==> src/rtl/add_scb_pkg.sv <==
// Shared types and defaults for the adder result scoreboard.
// scb_triple_t documents the {a, b, sum} layout at the default width.
package add_scb_pkg;

    localparam int SCB_WIDTH   = 8;
    localparam int SCB_DEPTH   = 4;
    localparam int SCB_CNT_W   = 16;
    localparam int SCB_NUM_TXN = 25;

    typedef enum logic [1:0] {
        IDLE   = 2'd0,
        CHECK  = 2'd1,
        UPDATE = 2'd2,
        DONE   = 2'd3
    } scb_state_e;

    typedef struct packed {
        logic [SCB_WIDTH-1:0] a;
        logic [SCB_WIDTH-1:0] b;
        logic [SCB_WIDTH-1:0] sum;
    } scb_triple_t;

endpackage

==> src/rtl/add_scb_fifo.sv <==
// Synchronous FIFO with a ptr+1-bit occupancy count; head is the oldest entry.
// Push when full and pop when empty are ignored.
module add_scb_fifo #(
    parameter int DW    = 24,
    parameter int DEPTH = 4
) (
    input  logic          clk,
    input  logic          rst,
    input  logic          push,
    input  logic          pop,
    input  logic [DW-1:0] din,
    output logic          full,
    output logic          empty,
    output logic [DW-1:0] head
);

    localparam int PW = $clog2(DEPTH);

    logic [DW-1:0] mem [DEPTH];
    logic [PW-1:0] wr_ptr, rd_ptr;
    logic [PW:0]   count;
    logic          push_ok, pop_ok;

    assign full    = (count == (PW+1)'(DEPTH));
    assign empty   = (count == '0);
    assign push_ok = push && !full;
    assign pop_ok  = pop && !empty;
    assign head    = mem[rd_ptr];

    // Storage carries no reset; only the pointers and count define validity.
    always_ff @(posedge clk) begin
        if (push_ok) mem[wr_ptr] <= din;
    end

    always_ff @(posedge clk) begin
        if (rst) begin
            wr_ptr <= '0;
            rd_ptr <= '0;
            count  <= '0;
        end else begin
            if (push_ok) wr_ptr <= wr_ptr + 1'b1;
            if (pop_ok)  rd_ptr <= rd_ptr + 1'b1;
            case ({push_ok, pop_ok})
                2'b10:   count <= count + 1'b1;
                2'b01:   count <= count - 1'b1;
                default: count <= count;
            endcase
        end
    end

endmodule

==> src/rtl/add_result_scoreboard.sv <==
// Checks {a, b, sum} triples from the adder stage: sum must equal (a+b) mod 2^WIDTH.
// Define ADD_SCB_FIRST_FAIL_CAPTURE_EN to add the first-failure capture ports.
module add_result_scoreboard
    import add_scb_pkg::*;
#(
    parameter int WIDTH   = SCB_WIDTH,
    parameter int DEPTH   = SCB_DEPTH,
    parameter int CNT_W   = SCB_CNT_W,
    parameter int NUM_TXN = SCB_NUM_TXN
) (
    input  logic             clk,
    input  logic             rst,
    input  logic             in_valid,
    output logic             in_ready,
    input  logic [WIDTH-1:0] in_a,
    input  logic [WIDTH-1:0] in_b,
    input  logic [WIDTH-1:0] in_sum,
    output logic [CNT_W-1:0] pass_cnt,
    output logic [CNT_W-1:0] fail_cnt,
    output logic             err,
    output logic             done
`ifdef ADD_SCB_FIRST_FAIL_CAPTURE_EN
    ,
    output logic [WIDTH-1:0] fail_a,
    output logic [WIDTH-1:0] fail_b,
    output logic [WIDTH-1:0] fail_sum,
    output logic [WIDTH-1:0] fail_exp
`endif
);

    typedef struct packed {
        logic [WIDTH-1:0] a;
        logic [WIDTH-1:0] b;
        logic [WIDTH-1:0] sum;
    } trip_t;

    scb_state_e       state, state_nxt;
    trip_t            in_trip, head;
    logic             fifo_full, fifo_empty, push, pop;
    logic [CNT_W-1:0] chk_cnt, chk_inc;
    logic [WIDTH-1:0] exp_q, sum_q;
    logic             match;
`ifdef ADD_SCB_FIRST_FAIL_CAPTURE_EN
    logic [WIDTH-1:0] a_q, b_q;
`endif

    function automatic logic [CNT_W-1:0] sat_inc(input logic [CNT_W-1:0] v);
        return (&v) ? v : v + 1'b1;
    endfunction

    assign in_trip  = '{a: in_a, b: in_b, sum: in_sum};
    assign done     = (state == DONE);
    // No bypass: a pop in the same cycle does not free a slot for this push.
    assign in_ready = !fifo_full && !done && !rst;
    assign push     = in_valid && in_ready;
    assign chk_inc  = sat_inc(chk_cnt);
    assign match    = (sum_q == exp_q);

    add_scb_fifo #(
        .DW    ($bits(trip_t)),
        .DEPTH (DEPTH)
    ) u_fifo (
        .clk   (clk),
        .rst   (rst),
        .push  (push),
        .pop   (pop),
        .din   (in_trip),
        .full  (fifo_full),
        .empty (fifo_empty),
        .head  (head)
    );

    always_comb begin
        state_nxt = state;
        pop       = 1'b0;
        case (state)
            IDLE:   if (!fifo_empty) state_nxt = CHECK;
            CHECK: begin
                pop       = 1'b1;
                state_nxt = UPDATE;
            end
            UPDATE: begin
                if (chk_inc == CNT_W'(NUM_TXN)) state_nxt = DONE;
                else if (!fifo_empty)           state_nxt = CHECK;
                else                            state_nxt = IDLE;
            end
            DONE:    state_nxt = DONE;
            default: state_nxt = IDLE;
        endcase
    end

    always_ff @(posedge clk) begin
        if (rst) begin
            state    <= IDLE;
            pass_cnt <= '0;
            fail_cnt <= '0;
            chk_cnt  <= '0;
            err      <= 1'b0;
            exp_q    <= '0;
            sum_q    <= '0;
`ifdef ADD_SCB_FIRST_FAIL_CAPTURE_EN
            a_q      <= '0;
            b_q      <= '0;
            fail_a   <= '0;
            fail_b   <= '0;
            fail_sum <= '0;
            fail_exp <= '0;
`endif
        end else begin
            state <= state_nxt;
            if (state == CHECK) begin
                // Carry out of the add is discarded by the WIDTH-bit target.
                exp_q <= head.a + head.b;
                sum_q <= head.sum;
`ifdef ADD_SCB_FIRST_FAIL_CAPTURE_EN
                a_q   <= head.a;
                b_q   <= head.b;
`endif
            end
            if (state == UPDATE) begin
                chk_cnt <= chk_inc;
                if (match) begin
                    pass_cnt <= sat_inc(pass_cnt);
                end else begin
                    fail_cnt <= sat_inc(fail_cnt);
                    err      <= 1'b1;
`ifdef ADD_SCB_FIRST_FAIL_CAPTURE_EN
                    if (!err) begin
                        fail_a   <= a_q;
                        fail_b   <= b_q;
                        fail_sum <= sum_q;
                        fail_exp <= exp_q;
                    end
`endif
                end
            end
        end
    end

endmodule

==> config.mk <==
export PLATFORM = sky130hd
export DESIGN_NAME = add_result_scoreboard
export DESIGN_NICKNAME = d
export VERILOG_FILES = /design/src/rtl/add_scb_pkg.sv /design/src/rtl/add_scb_fifo.sv /design/src/rtl/add_result_scoreboard.sv
export SDC_FILE = /design/constraint.sdc
export NUM_CORES = 1
export LEC_CHECK = 0
export ABC_AREA = 1
export CAP_MARGIN = 20
export CORE_MARGIN = 10
export CORE_UTILIZATION = 35
export CTS_CLUSTER_SIZE = 40
export DETAILED_ROUTE_END_ITERATION = 8
export PLACE_DENSITY = 0.51
export SLEW_MARGIN = 30
export SYNTH_ARGS = -nofsm -noshare
export SYNTH_HDL_FRONTEND = slang
export SYNTH_SLANG_ARGS = --single-unit
==> constraint.sdc <==
create_clock -name clk -period 2.5 [get_ports clk]
set_input_delay 0.25 -clock clk [delete_from_list [all_inputs] [get_ports clk]]
set_output_delay 0.25 -clock clk [all_outputs]
set_load 0.05 [all_outputs]
* After elaboration in Yosys (flattened, before gate mapping) *
Memory sizes are Yosys's and may differ from the RTL's. A register that Yosys moved wholly into a read port is not among the register bits.
Index checks and enable logic that the tools add are counted.

storage, ports and cells
  bits in registers = 74
  RAM bits = 96
  input bits = 27
  output and inout bits = 35
  word-level logic and storage cells = 60
  memories kept = 1

cells by class
  add/sub/neg operators = 8
  eq/ne operators = 9
  mux-type cells = 11
  bitwise gates (word level) = 3
  reductions and logical operators = 18

memories
  memory      words  width  rd ports  clocked after memory_dff  write ports  RTL line            source
  u_fifo.mem  4      24     1         1                         1            add_scb_fifo.sv:19  logic [DW-1:0] mem [DEPTH];

operator list
  cell                                               number
  adder 16 x 1 -> 16 bit (second input constant)     3
  AND reduction 16 bit                               3
  == test 16 x 5 -> 1 bit (second input constant)    1
  2-to-1 mux 16 bit                                  1
  adder 8 bit                                        1
  == test 8 bit                                      1
  2-to-1 mux 2 bit                                   4
  one-hot mux 2 bit (4 select lines)                 1
  == test 2 bit (second input constant)              3
  one-hot mux 3 bit (2 select lines)                 1
  AND reduction 3 bit                                2
  logical AND 1 bit                                  5
  adder 2 x 1 -> 2 bit (second input constant)       2
  == test 2 x 1 -> 1 bit (second input constant)     2
  zero test 1 bit                                    4
  2-to-1 mux 1 bit                                   4
  adder 3 x 1 -> 3 bit (second input constant)       1
  == test 3 bit (second input constant)              1
  zero test 3 bit                                    1
  NOT 1 bit                                          3
  subtractor 3 x 1 -> 3 bit (second input constant)  1
  zero test 2 bit                                    1
  inequality test 2 bit (second input constant)      1
  AND reduction 2 bit                                1
  nonzero test 2 bit                                 1

* Longest topological paths before layout *
Gate-level depths: netlist (run 1).

  word-level depth = 8
  mapped depth = 15
  gate-level depth less buffers = 13

* Modules after synthesis *
A second synthesis (run 1) with hierarchy kept.

second synthesis, totals
  cells, all modules = 900
  area, all modules = 8172.8 µm²

modules (own cells, without submodules)
  module                 times used  cells an instance  area an instance (µm²)  sequential area each (µm²)
  add_scb_fifo           1           302                4215.3                  3062.9
  add_result_scoreboard  1           598                3957.5                  1341.3

* Least setup slack after synthesis (run 1) *
Ideal clock, no wire load.

  kind = reg2reg
  start point = register state[0]
  end point = memory u_fifo.mem[0][0], enable pin
  setup time = 0.405 ns
  data arrival time = 3.534 ns
  required time = 2.095 ns
  slack = -1.438 ns
  stages on the path, launching flop included = 6
  path buffers = 0
  period minus slack after synthesis = 3.938 ns
  path through = dfxtp_1 nand2_1 inv_1 a311oi_1 nand2_1 nor2_1

on the way
  word-level cells in the longest chain between the ends = 8

RTL lines
  item                                    RTL line                      source
  from (decl)                             add_result_scoreboard.sv:37   scb_state_e state, state_nxt;
  from (signal assigned)                  add_result_scoreboard.sv:110  state <= state_nxt;
  == test 2 bit                           add_result_scoreboard.sv:52   assign done = (state == DONE);
  named net done                          add_result_scoreboard.sv:21   output logic done
  zero test 1 bit                         add_result_scoreboard.sv:54   assign in_ready = !fifo_full && !done && !rst;
  logical AND 1 bit (2 in series)         add_result_scoreboard.sv:54
  named net in_ready                      add_result_scoreboard.sv:14   output logic in_ready,
  logical AND 1 bit                       add_result_scoreboard.sv:55   assign push = in_valid && in_ready;
  logical AND 1 bit                       add_scb_fifo.sv:26            assign push_ok = push && !full;
  2-to-1 mux 1 bit                        add_scb_fifo.sv:32            if (push_ok) mem[wr_ptr] <= din;
  2-to-1 mux 1 bit (implied by the code)  add_scb_fifo.sv:32
  to (decl)                               add_scb_fifo.sv:19

The timed path passes the listed nets, and every way through them passes these cells.

==> flow_metrics.tcl, run 1 <==
set metrics [dict create \
    outcome "complete, no violations" \
    vias 6037 \
    pwr-share-comb_pct 10.2 \
    clock_latency_ps 430 \
    fp.dieW_microns 171 \
    postCtsHoldBufs 0 \
    cts-buffers-inserted 17 \
    cts.sinks 172 \
    die_area_sq_um 29200 \
    final_cells 1262 \
    antenna_cells 0 \
    p_switching_uw 1740 \
    layout_common_cells "nor2_1 (136), nand2_1 (131), edfxtp_1 (96)" \
    dp_hpwl_microns 12700 \
    drv_cap 0 \
    syn2layout_area_growth_pct 22.3 \
    cp-end-kind "flip-flop" \
    p_int_uw 4690 \
    critical_path_class "reg2reg" \
    synth_edf_count 96 \
    pre_cts_ws_ps 106 \
    final_common_cell "nor2_1" \
    rsz0062_at_grt "false" \
    fillers 2248 \
    ys_types 41 \
    p_clk_share_pct 40.9 \
    track_usage_pct 12.9 \
    ys_ff_latch 172 \
    cts_tree "done" \
    ir_worst_vdd_mv 0.414 \
    die_h_microns 171 \
    grt_overflow 0 \
    swShare_pct 27.0 \
    worst_slack_ps 187 \
    relSlewSlack_pct 56.2 \
    syn_area_sq_um 7980 \
    ys_seq_area_share_pct 55.2 \
    post-route-period-util_pct 92.5 \
    clk_pin_slew_ps 70 \
    routed_wl_microns 18600 \
    nets 1008 \
    r2r_cells 15 \
    hold_path_class "in2reg" \
    worst_pin_slew_ps 657 \
    clockBufferDepth 2 \
    finalHoldViolations 0 \
    drive_above_1_share_pct 11.1 \
    syn-num-nets 927 \
    num_rows 55 \
    viasPerCell 4.78 \
    cp-endpoint "exp_q[6]$_SDFFE_PP0P_" \
    finalSetupViolations 0 \
    first_pass_iters 7 \
    cts-root-buf "clkbuf_16" \
    clock.fmax_mhz 432 \
    htree_levels 4 \
    critical_path.max_fanout 8 \
    drtAntennaViolNets 0 \
    gp_congestion 0.838 \
    grt_max_degree 54 \
    syn-mean-instance-area_sq_um 9.04 \
    reg2reg_slack_ps 190 \
    skew_ps 15.2 \
    core_sq_um 22600 \
    drtIter0Drc 317 \
    min_period_ps 2310 \
    hold_depth 4 \
    r2r_end "exp_q[6]$_SDFFE_PP0P_" \
    power_density_nw_per_um2 659 \
    remaining_drc_errors 0 \
    ys.flop_type "edfxtp_1" \
    critical_path_arrival_ps 2640 \
    num_io_pins 62 \
    required_ps 2830 \
    pwr-share-seq_pct 48.9 \
    cp-start-kind "flip-flop" \
    start_util_pct 35.4 \
    p_leak_uw 0.00366 \
    synth_async_sr_flop_share_pct 0 \
    dp_cells 1223 \
    drv_slew 0 \
    port_buffers 61 \
    first_global_vias 5974 \
    yosys_warnings 0 \
    antenna_found_initial 0 \
    synthCells 883 \
    grt_first_pass_wirelength_microns 30500 \
    routedWlPerCell_microns 14.7 \
]
-- worst max-delay path, cell delays in order (launching register included) --
cell        delay (ps)
dfxtp_4            380
clkinvlp_4         150
buf_4              130
buf_4               90
nor2_1              30
o22ai_1            160
ha_2               210
inv_1               50
fa_2               360
o21ai_2            170
nand2_1             60
nand2_1             60
a21oi_1             70
xnor2_1            130
o21ai_1            110
inv_1               40
-- logic make-up (layout without fill, tap and decap cells) --
logic type               count (synthesis)  count (layout)  share of synthesized area, %
flip-flops                             172             172                          55.2
buffers and inverters                  116             210                          5.72
adder cells (fa/ha/maj)                 17              17                          2.85
XOR/XNOR                                42              42                          4.61
AND/OR/NAND/NOR                        359             359                          19.2
AO/OA/AOI/OAI                          177             177                          12.4
-- state kept, by name, indices dropped and copies added (netlist names), named ones only --
name and count:
u_fifo.mem 96, chk_cnt 16, fail_cnt 16, pass_cnt 16, exp_q 8, sum_q 8
u_fifo.count 3, state 2, u_fifo.rd_ptr 2, u_fifo.wr_ptr 2, err 1
-- power by group through the flow --
stage / registers, uW / clock network (uW) / logic, uW
final: 3140 / 2630 / 656
after global routing: 3160 / 2830 / 744
after CTS: 3140 / 2710 / 640
after detailed placement: 3210 / 0 / 639
after global placement: 3210 / 0 / 635
after floorplan: 3210 / 0 / 409
-- per-stage QoR --
stage               power [uW]  area [sq um]  TNS (ps)  util [%]  hold slack (ps)
floorplan                 3620          8040     -43.5         -              349
global placement          3850          9070         0      40.2              453
detailed placement        3850          9070         0      40.2              472
CTS                       6490          9660         0      42.8              279
global route              6740          9760         0      43.2              295
finish                    6430          9760         0      43.2              285
-- Yosys cell counts (2+ instances only) --
cell      number  share of area (%)
a211oi_1       7               0.66
a21oi_1       48                3.0
a21oi_2       10                1.1
a32oi_1        2               0.22
buf_1          2              0.094
buf_2          3               0.19
clkbuf_1      23                1.1
dfxtp_1       76                 19
edfxtp_1      96                 36
fa_1           2               0.50
ha_1          15                2.4
inv_1         81                3.8
inv_2          4               0.19
nand2_1      132                6.2
nand2_2        7               0.55
nand2_4        2               0.28
nand3_1       41                2.6
nand3_2        2               0.25
nand3b_1       2               0.19
nand4_1       11               0.86
nor2_1       140                6.6
nor2_2         3               0.24
nor3_1        10               0.63
nor4_1         3               0.24
o211ai_1       3               0.28
o21ai_0       83                5.2
o22ai_1       21                1.6
xnor2_1       15                1.6
xor2_1        27                3.0
-- worst min path at each step --
| stage | start | end | slack [ps] |
|---|---|---|---|
| detailed placement | err$_SDFFE_PP0P_ | err$_SDFFE_PP0P_ | 470 |
| finish | rst | u_fifo.wr_ptr[0]$_SDFFE_PP0P_ | 280 |
| CTS | rst | u_fifo.wr_ptr[0]$_SDFFE_PP0P_ | 280 |
| floorplan | in_sum[0] | u_fifo.mem[0][0]$_DFFE_PP_ | 350 |
| global placement | err$_SDFFE_PP0P_ | err$_SDFFE_PP0P_ | 450 |
| global route | rst | u_fifo.wr_ptr[1]$_SDFFE_PP0P_ | 300 |
-- routing by layer --
layer	vias up	part of all wire [%]	track usage, %
met5	-	0	0
met4	0	1.6	4.20
met3	19	3.9	2.76
met2	96	47	21.3
met1	2776	47	16.5
li1	3146	-	-
-- area by class of cell --
cell class | instances | area [sq um] | share of cell area (%)
clock buffers | 18 | 429 | 4.40
clock inverters | 14 | 160 | 1.64
inverters | 87 | 335 | 3.44
multi-input cells | 595 | 3190 | 32.7
flip-flops and latches | 172 | 4410 | 45.2
well taps | 285 | 357 | 3.65
repair buffers | 91 | 880 | 9.01
-- what timing repair did --
action | in CTS | in global routing
endpoints found under the hold margin | 0 | 0
setup endpoints to repair | 0 | 4
buffers inserted | 0 | 6
resized for setup | 0 | 15
No activity file was read; power rests on OpenSTA's default activity.
==> inputs of run 2 (changes only) <==
- HOLD_SLACK_MARGIN: default -> 0.15
- MAX_ROUTING_LAYER: default -> met4
==> flow_metrics.tcl, run 2 (same netlist as run 1, synthesis figures left out) <==
set metrics [dict create \
    ir_worst_vdd_mv 0.418 \
    grt_overflow 0 \
    postCtsHoldBufs 0 \
    clock_latency_ps 430 \
    largest_register_ffs 96 \
    cpPeakStageDelay_ps 400 \
    nets 1009 \
    worst_pin_slew_ps 657 \
    skew_ps 15.9 \
    outcome "complete, no violations" \
    critical_path_arrival_ps 2620 \
    drv_slew 0 \
    rsz0062_at_grt "false" \
    regMostFlops "u_fifo.mem" \
    track_usage_pct 13.3 \
    min_period_ps 2290 \
    clock.fmax_mhz 436 \
    drtAntennaViolNets 0 \
    cts_tree "done" \
    htree_levels 4 \
    routed_wl_microns 18600 \
    vias 6072 \
    grt_first_pass_wirelength_microns 30500 \
    fin_util_pct 43.2 \
    timing.hold.ws_ps 291 \
    core_sq_um 22600 \
    remaining_drc_errors 0 \
    num_rows 55 \
    power_density_nw_per_um2 658 \
    finalSetupTns_ps 0 \
    viasPerCell 4.81 \
    clockBufferDepth 2 \
    path_cells "clkinvlp_4 > buf_4 > buf_4 > o21ai_0 > o22ai_1 > ha_1 > a21oi_1 > o21ai_1 > nand2_1 > nand2_1 > a21oi_1 > xnor2_1 > o21ai_1 > inv_1" \
    drv_cap 0 \
    post-route-period-util_pct 91.6 \
    first_pass_iters 4 \
    port_buffers 61 \
    critical_path.max_fanout 8 \
    relSlewSlack_pct 56.2 \
    start_util_pct 35.4 \
    gp_congestion 0.851 \
    layout_common_cells "nor2_1 (136), nand2_1 (131), edfxtp_1 (96)" \
    drive_above_1_share_pct 10.8 \
    required_ps 2830 \
    fp.dieW_microns 171 \
    first_global_vias 5969 \
    p_leak_uw 0.00366 \
    cp-end-kind "flip-flop" \
    antenna_cells 0 \
    dp_hpwl_microns 12700 \
    hold_path_class "in2reg" \
    finalHoldViolations 0 \
    num_io_pins 62 \
    die_h_microns 171 \
    cts-buffers-inserted 17 \
    finalSetupViolations 0 \
    drtIter0Drc 324 \
    cts.sinks 172 \
    routedWlPerCell_microns 14.7 \
    cpMaxStageDelayCell "dfxtp_4" \
    grt_max_degree 54 \
    die_area_sq_um 29200 \
    clk_pin_slew_ps 70 \
    cp-start-kind "flip-flop" \
    final_common_cell "nor2_1" \
    cts-root-buf "clkbuf_16" \
    critical_path_class "reg2reg" \
    antenna_found_initial 0 \
    syn2layout_area_growth_pct 22.3 \
]
[run 2: per-stage QoR]
step           instance area (sq um)  setup slack (ps)  power [uW]  instances
6_report                        9760               209        6420       1263
5_1_grt                         9760              8.47        6730       1263
4_1_cts                         9660              39.4        6490       1255
3_5_place_dp                    9070               106        3850       1223
3_3_place_gp                    9070               174        3850       1223
2_1_floorplan                   8040             -43.5        3620        883
[run 2: path summary, 6_finish.rpt]
kind | from | to | slack (ps) | depth (start not counted)
min reg2reg | u_fifo.rd_ptr[1]$_SDFFE_PP0P_ | flip-flop | 470 | 2
min | rst | u_fifo.wr_ptr[0]$_SDFFE_PP0P_ | 290 | 4
max | flip-flop | exp_q[6]$_SDFFE_PP0P_ | 210 | 14
max reg2reg | flip-flop | exp_q[6]$_SDFFE_PP0P_ | 210 | 14
[run 2: layout make-up]
type / count / area [sq um]
Clock buffer: 18 / 429
Clock inverter: 14 / 160
Fill cell: 2251 / 12800
Inverter: 87 / 335
Multi-Input combinational cell: 595 / 3180
Sequential cell: 172 / 4410
Tap cell: 285 / 357
Timing Repair Buffer: 91 / 880
Timing Repair inverter: 1 / 5.00
[run 2: layer usage]
| metal | up-vias | routed length [microns] | track usage [%] |
|---|---|---|---|
| li1 | 3144 | - | - |
| met1 | 2804 | 8780 | 16.6 |
| met2 | 108 | 8820 | 21.3 |
| met3 | 16 | 723 | 2.60 |
| met4 | 0 | 258 | 4.20 |
| met5 | - | 0 | - |
[run 2: what timing repair did]
item	in CTS	in global routing
hold endpoints to repair	0	0
resized for setup	0	12
endpoints found under the setup margin	0	4
setup buffers	0	6
[run 2: critical path: cells and delay by family (launching register included)]
kind,cells,cell delay [ps]
AO/OA/AOI/OAI,6,760
buffers and inverters,4,500
flip-flops,1,400
adder cells (fa/ha/maj),1,330
AND/OR/NAND/NOR,2,120
XOR/XNOR,1,90
[run 2: power by group]
| group | switching, uW | total, uW | internal [uW] | leakage (uW) |
|---|---|---|---|---|
| Clock | 1280 | 2630 | 1350 | 0.000289 |
| Sequential | 60.2 | 3140 | 3080 | 0.00149 |
| Combinational | 395 | 646 | 252 | 0.00188 |
| Total | 1730 | 6420 | 4690 | 0.00366 |
